## src/rtl/dmem_access_ctrl.sv

```systemverilog
// Data-memory access controller: holds the MEM stage while a load or store is in flight.
// Optional access timeout with a sticky bus_err is enabled by defining DMEM_TIMEOUT_EN.
module dmem_access_ctrl #(
  parameter int TIMEOUT = 16
) (
  input  logic        clk,
  input  logic        reset,
  input  logic        MemWriteM,
  input  logic [1:0]  ResultSrcM,
  input  logic [31:0] ALUResultM,
  input  logic [31:0] WriteDataM,
  input  logic        mem_ack,
  input  logic [31:0] mem_rdata,
  output logic        mem_req,
  output logic        mem_we,
  output logic [31:0] mem_addr,
  output logic [31:0] mem_wdata,
  output logic        StallM,
  output logic [31:0] ReadDataM,
  output logic        bus_err
);

  typedef enum logic [1:0] {
    IDLE   = 2'd0,
    ACCESS = 2'd1,
    DONE   = 2'd2
  } state_t;

  state_t      state_q, state_d;
  logic        mem_req_q, mem_req_d;
  logic        mem_we_q, mem_we_d;
  logic [31:0] mem_addr_q, mem_addr_d;
  logic [31:0] mem_wdata_q, mem_wdata_d;
  logic [31:0] rdata_q, rdata_d;
  logic        memop;
  logic        tmo_hit;

  assign memop = MemWriteM | (ResultSrcM == 2'b01);

  always_comb begin
    state_d     = state_q;
    mem_we_d    = mem_we_q;
    mem_addr_d  = mem_addr_q;
    mem_wdata_d = mem_wdata_q;
    rdata_d     = rdata_q;
    unique case (state_q)
      IDLE: begin
        if (memop) begin
          state_d     = ACCESS;
          mem_addr_d  = ALUResultM;
          mem_wdata_d = WriteDataM;
          mem_we_d    = MemWriteM;
        end
      end
      ACCESS: begin
        // An ack arriving on the last allowed cycle still completes normally.
        if (mem_ack) begin
          state_d = DONE;
          if (!mem_we_q) rdata_d = mem_rdata;
        end else if (tmo_hit) begin
          state_d = DONE;
          rdata_d = '0;
        end
      end
      DONE:    state_d = IDLE;
      default: state_d = IDLE;
    endcase
    mem_req_d = (state_d == ACCESS);
  end

  always_ff @(posedge clk or posedge reset) begin
    if (reset) begin
      state_q     <= IDLE;
      mem_req_q   <= 1'b0;
      mem_we_q    <= 1'b0;
      mem_addr_q  <= '0;
      mem_wdata_q <= '0;
      rdata_q     <= '0;
    end else begin
      state_q     <= state_d;
      mem_req_q   <= mem_req_d;
      mem_we_q    <= mem_we_d;
      mem_addr_q  <= mem_addr_d;
      mem_wdata_q <= mem_wdata_d;
      rdata_q     <= rdata_d;
    end
  end

`ifdef DMEM_TIMEOUT_EN
  logic [7:0] tmo_cnt_q, tmo_cnt_d;
  logic       bus_err_q, bus_err_d;

  assign tmo_hit = (tmo_cnt_q == 8'(TIMEOUT - 1));

  // Counter sits at zero outside ACCESS, so every access starts a fresh count.
  always_comb begin
    tmo_cnt_d = tmo_cnt_q;
    bus_err_d = bus_err_q;
    if (state_q != ACCESS) begin
      tmo_cnt_d = '0;
    end else if (!mem_ack) begin
      tmo_cnt_d = tmo_cnt_q + 8'd1;
      if (tmo_hit) bus_err_d = 1'b1;
    end
  end

  always_ff @(posedge clk or posedge reset) begin
    if (reset) begin
      tmo_cnt_q <= '0;
      bus_err_q <= 1'b0;
    end else begin
      tmo_cnt_q <= tmo_cnt_d;
      bus_err_q <= bus_err_d;
    end
  end

  assign bus_err = bus_err_q;
`else
  localparam int UNUSED_TIMEOUT = TIMEOUT;
  assign tmo_hit = 1'b0;
  assign bus_err = 1'b0;
`endif

  assign mem_req   = mem_req_q;
  assign mem_we    = mem_we_q;
  assign mem_addr  = mem_addr_q;
  assign mem_wdata = mem_wdata_q;
  assign ReadDataM = rdata_q;
  assign StallM    = ((state_q == IDLE) & memop) | (state_q == ACCESS);

endmodule

```

## config.mk

```make
export PLATFORM = sky130hd
export DESIGN_NAME = dmem_access_ctrl
export DESIGN_NICKNAME = d
export VERILOG_FILES = /design/src/rtl/dmem_access_ctrl.sv
export SDC_FILE = /design/constraint.sdc
export NUM_CORES = 1
export LEC_CHECK = 0
export ABC_AREA = 0
export CAP_MARGIN = 20
export CORE_ASPECT_RATIO = 0.7
export CORE_UTILIZATION = 43
export CTS_BUF_LIST = sky130_fd_sc_hd__clkbuf_4 sky130_fd_sc_hd__clkbuf_8
export DETAILED_ROUTE_END_ITERATION = 10
export MAX_ROUTING_LAYER = met4
export PLACE_DENSITY = 0.87
export SYNTH_ARGS = -nofsm -noshare
export SYNTH_HDL_FRONTEND = slang
export SYNTH_SLANG_ARGS = --single-unit
export TNS_END_PERCENT = 100
```

## constraint.sdc

```tcl
create_clock -name clk -period 8.4 [get_ports clk]
set_input_delay 1.68 -clock clk [delete_from_list [all_inputs] [get_ports clk]]
set_output_delay 1.68 -clock clk [all_outputs]
set_load 0.005 [all_outputs]
```

==> results of run 1 <==
-- flip-flops by register name, indices dropped and copies added (netlist names) --
| name | cells |
|---|---|
| mem_req | 1 |
| mem_wdata | 32 |
| state_q | 2 |
| ReadDataM | 32 |
| mem_addr | 32 |
| mem_we | 1 |
-- synth_stat cells (2+ instances only) --
cell type	count
dfrtp_1	100
a211oi_1	2
nor2_1	2
mux2_2	89
nand2_1	2
buf_6	9
mux2_1	7
-- power by group through the flow --
stage	clock network (mW)	logic (mW)	registers, mW
2_1_floorplan	0	0.314	0.868
3_3_place_gp	0	0.897	0.840
3_5_place_dp	0	0.918	0.859
4_1_cts	0.333	0.922	0.851
5_1_grt	0.349	0.965	0.875
6_report	0.323	0.907	0.847
-- cells by family after synthesis --
| kind of cell | after synthesis | synth area share |
|---|---|---|
| DFF | 100 | 0.661 |
| buffers and inverters | 11 | 0.0297 |
| and+or+nand+nor | 8 | 0.0129 |
| AOI/OAI and AO/OA | 4 | 0.0106 |
| muxes | 96 | 0.285 |
| other | 1 | 0.000990 |
-- routing by layer --
layer  vias up  wire length (um)
met5         -                 0
met4         0               159
met3        20               645
met2       122              4470
met1      1250              3680
li1       1177                 -
-- path summary, 6_finish.rpt --
path | end | slack [ns]
hold reg to reg | ReadDataM[25]$_DFFE_PP0P_ | 0.50
max in group asynchronous | mem_wdata[27]$_DFFE_PP0P_ | 5.56
hold / removal | ReadDataM[25]$_DFFE_PP0P_ | 0.50
min in group asynchronous | mem_wdata[9]$_DFFE_PP0P_ | 1.68
setup / recovery | StallM | 3.53
setup reg to reg | ReadDataM[27]$_DFFE_PP0P_ | 6.48
-- critical path: cells and delay by family --
kind	cells	cell delay, ns
buffers and inverters	2	0.95
AND/OR/NAND/NOR	3	0.56
-- through the flow --
| step | hold WS (ns) | util | instance area (um^2) |
|---|---|---|---|
| after floorplan | 0.483 | - | 3790 |
| after CTS | 0.495 | 0.713 | 6070 |
| final | 0.496 | 0.713 | 6070 |
| after detailed placement | 0.474 | 0.688 | 5860 |
| after global placement | 0.470 | 0.688 | 5860 |
| after global routing | 0.517 | 0.713 | 6070 |
-- cell type report --
cell class	count	area share
clock buffer	10	0.0217
clock inverter	5	0.0128
inverter	1	0.00103
multi-input combinational	109	0.193
sequential	100	0.413
tap	120	0.0248
timing repair buffer	203	0.334
==> summary.md, run 1 <==
| Metric | Value |
|---|---|
| Grt peak-use layer | met2 |
| Netlist cell types | 16 |
| Initial core utilization | 0.445 |
| Power Internal | approximately 1.5 mW |
| Vias | about 2600 |
| Final ANT Viol Nets | 0 |
| Reg area | 2500 um^2 |
| Hold_buf cts | 0 |
| Lkg Pwr | 2.50 nW |
| Critical path, cell by cell | clkdlybuf4s50_1 > nor2b_1 > nor3_1 > nor2_1 > clkdlybuf4s50_1 |
| Syn_area_per_cell | around 17 um^2 |
| # setup viols final | 0 |
| Antenna fix cells | 0 |
| Gr ovfl total | 0 |
| Drt wl/cell | ~16 um |
| Most frequent CP cell | clkdlybuf4s50_1 |
| Final wirelength | slightly below 9000 um |
| IO buf count | 200 |
| Setup TNS | 0 ns |
| Vias per inst | 4.69 |
| Clk sinks | 100 |
| Starting DRT DRC Count | 61 |
| Crit Path Max Fanout | 3 |
| Place WS | 3.53 ns |
| Commonest non-fill, non-tap cell in the layout | clkdlybuf4s50_1 |
| Fill cell count | 602 |
| Min cycle time layout | a little under 5 ns |
| Switching part of the total | 0.260 |
| Critical hold path startpoint | ReadDataM[25]$_DFFE_PP0P_ |
| Synthesized area | 3790 um^2 |
| Worst Tran Pin Value | 0.803 ns |
| Synth Instances | 220 |
| Synth Flop Type | dfrtp_1 |
| Seq/Total Area, Yosys | 0.661 |
| Met1 usage | 0.235 |
| Post-synth ARST share | 1.00 |
| CP Capture Type | primary output |
| Share of cells above drive strength 1 | 0.259 |
| Tcrit/Tclk final | 0.580 |
| Commonest cells after routing, fill and taps aside | clkdlybuf4s50_1 (200), dfrtp_1 (100), mux2_2 (89), clkbuf_8 (9), mux2_1 (7) |
| DP Wirelength | just under 7000 um |
| Num rows | 28 |
| Top post-synthesis cells by area | dfrtp_1 (66%), mux2_2 (26%), buf_6 (2.7%), mux2_1 (2.1%), nor3_4 (0.43%) |
| Pwr/cell area | around 340 nW/um^2 |
| Area of the multi-input gates | approximately 1200 um^2 |
| Setup ws final | 3.53 ns |
| Number of synthesized flops with an enable pin | 0 |
| Inst Count DP | 533 |
| Latest clock arrival within the worst-skew pair | 0.36 ns |
| Resize count post-CTS | 0 |
| Chip height | 80.5 um |
| P_sw | 541 uW |
| Root Driver | clkbuf_8 |
| Synth Warn # | 0 |
| GRT Total Usage | 0.205 |
| Largest net degree at the start of global routing | 66 |
| Hold-critical path depth | 1 |
| Worst Skew | 0.0110 ns |
| Peak Freq | 205 MHz |
| Area leader, netlist | dfrtp_1 |
| Length of the first detailed-routing pass in iterations | 4 |
| Initial antenna violation count | 0 |
| Fin nets | 526 |
| Reg clk slew, reported paths | 0.09 ns |
| Final-report max-slew violation count | 0 |
| Unrepaired setup endpoints after global routing | false |
| Htree depth | 3 |
| Layout area overhead | 60.1% |
| CP required | between 6 and 7 ns |
| VDD IR max | a little under 0.2 mV |
| Hold Path Class | flip-flop to flip-flop |
| Num CTS Buffers | 9 |
| Post-synthesis register bit count | 100 |
| Routability Congestion | 0.740 |
| Final count of hold timing violations | 0 |
| Gate power share | 0.437 |
| FF-to-FF path depth | 4 |
| Yosys top cell area share | 0.661 |
| M2 GR Usage | 0.339 |
| CP arrival | 3.19 ns |
| Max-cap violation count | 0 |
| Global-route wire length before repair | 13500 um |
| Die W | 114 um |
| Crit-path max cell delay | 0.50 ns |
| M3 GR Usage | 0.0649 |
| # IOs | 202 |
| Critical path startpoint category | input port |
| Vias in the first global route | 2724 |
| CTS tree | done |
| R2r startpoint | state_q[0]$_DFF_PP0_ |
| Post-CTS setup buffer count | 0 |
| Die footprint | 9200 um^2 |
| Clock tree buffer depth | 2 |
| Core ar. | 8510 um^2 |
| Worst setup path start | ResultSrcM[0] |
| Mapped Nets | 322 |
| Part of the power in the clock network | 0.156 |
| Final Non-Filler Cells | between 500 and 600 |
| Tot Pwr | around 2.1 mW |
| Sequential share of power | 0.408 |
| Status | finished clean |
| Slew headroom | 0.465 |
| Slowest-stage cell, CP | clkdlybuf4s50_1 |
| DRC Markers | 0 |
| Setup CP Type | input port to primary output |
No activity file was read; power rests on OpenSTA's default activity.
==> inputs of run 2 (changes only) <==
--- a/config.mk
+++ b/config.mk
@@ -8,11 +8,11 @@
 export ABC_AREA = 0
 export CAP_MARGIN = 20
 export CORE_ASPECT_RATIO = 0.7
-export CORE_UTILIZATION = 43
+export CORE_UTILIZATION = 40
 export CTS_BUF_LIST = sky130_fd_sc_hd__clkbuf_4 sky130_fd_sc_hd__clkbuf_8
 export DETAILED_ROUTE_END_ITERATION = 10
 export MAX_ROUTING_LAYER = met4
-export PLACE_DENSITY = 0.87
+export PLACE_DENSITY = 0.82
 export SYNTH_ARGS = -nofsm -noshare
 export SYNTH_HDL_FRONTEND = slang
 export SYNTH_SLANG_ARGS = --single-unit
==> constraint.sdc (replaced) <==
create_clock -name clk -period 4.97 [get_ports clk]
set_input_delay 0.994 -clock clk [delete_from_list [all_inputs] [get_ports clk]]
set_output_delay 0.994 -clock clk [all_outputs]
set_load 0.005 [all_outputs]
==> summary.md, run 2 (synthesis gave the netlist of run 1 again) <==
| Metric | Value |
|---|---|
| Initial antenna violation count | 0 (unchanged) |
| Clock tree buffer depth | 2 (unchanged) |
| CP arrival | 2.45 ns (-0.74 ns) |
| Chip height | 83.4 um (+3.6%) |
| Fin nets | 527 (+0.19%) |
| Unrepaired setup endpoints after global routing | false |
| Crit Path Max Fanout | 3 (unchanged) |
| Die footprint | 9870 um^2 (+7.3%) |
| Htree depth | 3 (unchanged) |
| Num CTS Buffers | 9 (unchanged) |
| Drt wl/cell | 15.8 um (-3.2%) |
| GRT Total Usage | 0.197 (-0.00800) |
| Vias in the first global route | 2828 (+3.8%) |
| Die W | 118 um (+3.6%) |
| Max-cap violation count | 0 (unchanged) |
| Resize count post-CTS | 0 (unchanged) |
| Crit-path max cell delay | 0.50 ns (about the same) |
| Post-CTS setup buffer count | 0 (unchanged) |
| Critical path, cell by cell | clkdlybuf4s50_1 > nor2b_1 > nor3_1 > nor2_1 > clkdlybuf4s50_1 |
| Root Driver | clkbuf_8 |
| Length of the first detailed-routing pass in iterations | 4 (unchanged) |
| Global-route wire length before repair | 14400 um (+6.6%) |
| Min cycle time layout | 3.44 ns |
| Power Internal | 2.54 mW (+65%) |
| Tcrit/Tclk final | 0.693 |
| Routability Congestion | 0.770 (+4.0%) |
| Peak Freq | roughly 290 MHz |
| Final count of hold timing violations | 0 (unchanged) |
| Num rows | 29 (+3.6%) |
| Commonest non-fill, non-tap cell in the layout | clkdlybuf4s50_1 |
| Final wirelength | 8760 um (-2.2%) |
| Layout area overhead | 60.0% (about the same) |
| Vias | 2554 (-0.58%) |
| Most frequent CP cell | clkdlybuf4s50_1 |
| Antenna fix cells | 0 (unchanged) |
| VDD IR max | 0.378 mV (+96%) |
| CTS tree | done |
| Slew headroom | 0.407 (-0.0581) |
| Clk sinks | 100 (unchanged) |
| P_sw | 912 uW (+69%) |
| DP Wirelength | 6540 um (-3.3%) |
| Placed inst area | 5870 um^2 (+0.21%) |
| Pwr/cell area | 570 nW/um^2 (+66%) |
| Setup CP Type | input port to primary output |
| IO buf count | 200 (unchanged) |
| Final ANT Viol Nets | 0 (unchanged) |
| Critical path startpoint category | input port |
| Share of cells above drive strength 1 | 0.263 (+0.00344) |
| Place WS | 1.52 ns (-2.02 ns) |
| Hold Path Class | flip-flop to flip-flop |
| CP Capture Type | primary output |
| Initial core utilization | 0.414 (-0.0307) |
| Finished Cell Area | 6060 um^2 (about the same) |
| Lkg Pwr | 2.49 nW (-0.24%) |
| Worst Tran Pin Value | 0.890 ns (+0.0872 ns) |
| Part of the power in the clock network | 0.142 (-0.014) |
| Status | finished clean |
| Core ar. | 9140 um^2 (+7.4%) |
| Worst Skew | 0.00696 ns (-0.00408 ns) |
| Final-report max-slew violation count | 0 (unchanged) |
| Starting DRT DRC Count | 44 (-28%) |
| CP required | 3.98 ns (-2.74 ns) |
| Largest net degree at the start of global routing | 74 (+12%) |
| Setup TNS | 0 ns (unchanged) |
| Gr ovfl total | 0 (unchanged) |
| DRC Markers | 0 (unchanged) |
| # setup viols final | 0 (unchanged) |
| Hold_buf cts | 0 (unchanged) |
| Reg clk slew, reported paths | 0.08 ns (about the same) |
| Gate power share | 0.445 (+0.008) |
| Latest clock arrival within the worst-skew pair | 0.36 ns (about the same) |
| Sequential share of power | 0.413 (+0.005) |
| # IOs | 202 (unchanged) |
| Slowest-stage cell, CP | clkdlybuf4s50_1 |
| Final Non-Filler Cells | 554 (+1.1%) |
| Commonest cells after routing, fill and taps aside | clkdlybuf4s50_1 (200), dfrtp_1 (100), mux2_2 (89), clkbuf_8 (12), mux2_1 (7) |
| Switching part of the total | 0.264 (+0.00367) |
| Setup ws final | 1.53 ns (-2.00 ns) |
| Vias per inst | 4.61 (-1.7%) |
| Inst Count DP | 538 (+0.94%) |
-- run 2: cell types whose count changed in the layout (fill, tap and decap cells not counted), sizes merged --
cell | before | now
buf | 3 | 4
clkinvlp | 1 | 2
clkbuf | 10 | 13
clkinv | 2 | 1
bufinv | 2 | 0
-- run 2: final timing paths --
| path | from | endpoint | slack, ns | cells past startpoint |
|---|---|---|---|---|
| max | ResultSrcM[0] | StallM | 1.53 | 5 |
| min | mem_wdata[31]$_DFFE_PP0P_ | mem_wdata[31]$_DFFE_PP0P_ | 0.49 | 1 |
| max reg2reg | state_q[1]$_DFF_PP0_ | mem_addr[20]$_DFFE_PP0P_ | 3.12 | 4 |
| min reg2reg | mem_wdata[31]$_DFFE_PP0P_ | mem_wdata[31]$_DFFE_PP0P_ | 0.49 | 1 |
| max in group asynchronous | reset | state_q[0]$_DFF_PP0_ | 2.89 | 3 |
| min in group asynchronous | reset | mem_addr[6]$_DFFE_PP0P_ | 1.18 | 2 |
-- run 2: power by group through the flow --
stage	Clock [mW]	Sequential, mW	Combinational [mW]
2_1_floorplan	0	1.47	0.531
3_3_place_gp	0	1.42	1.52
3_5_place_dp	0	1.45	1.55
4_1_cts	0.515	1.43	1.56
5_1_grt	0.546	1.48	1.64
6_report	0.491	1.43	1.54
-- run 2: area by class of cell --
type,instances,area (um^2)
Clock buffer,13,173
Sequential cell,100,2500
Inverter,1,6.26
Multi-Input combinational cell,109,1170
Clock inverter,3,20.0
Timing Repair Buffer,204,2030
Fill cell,704,3080
Tap cell,124,155
-- run 2: through the flow --
| step | hold slack [ns] | total power, mW | util |
|---|---|---|---|
| after detailed placement | 0.480 | 3.00 | 0.642 |
| after CTS | 0.501 | 3.51 | 0.663 |
| after floorplan | 0.483 | 2.00 | - |
| after global placement | 0.471 | 2.94 | 0.642 |
| after global routing | 0.518 | 3.67 | 0.663 |
| final | 0.494 | 3.45 | 0.663 |
-- run 2: metal layers --
layer,track usage,vias up,wire length [um]
met1,0.221,1252,3510
met2,0.325,113,4410
met4,0.0676,0,144
met5,-,-,0
li1,-,1178,-
met3,0.0707,11,694
-- run 2: critical path: cells and delay by family --
family / cells / cell delay, ns
buffers and inverters: 2 / 0.95
AND/OR/NAND/NOR: 3 / 0.51
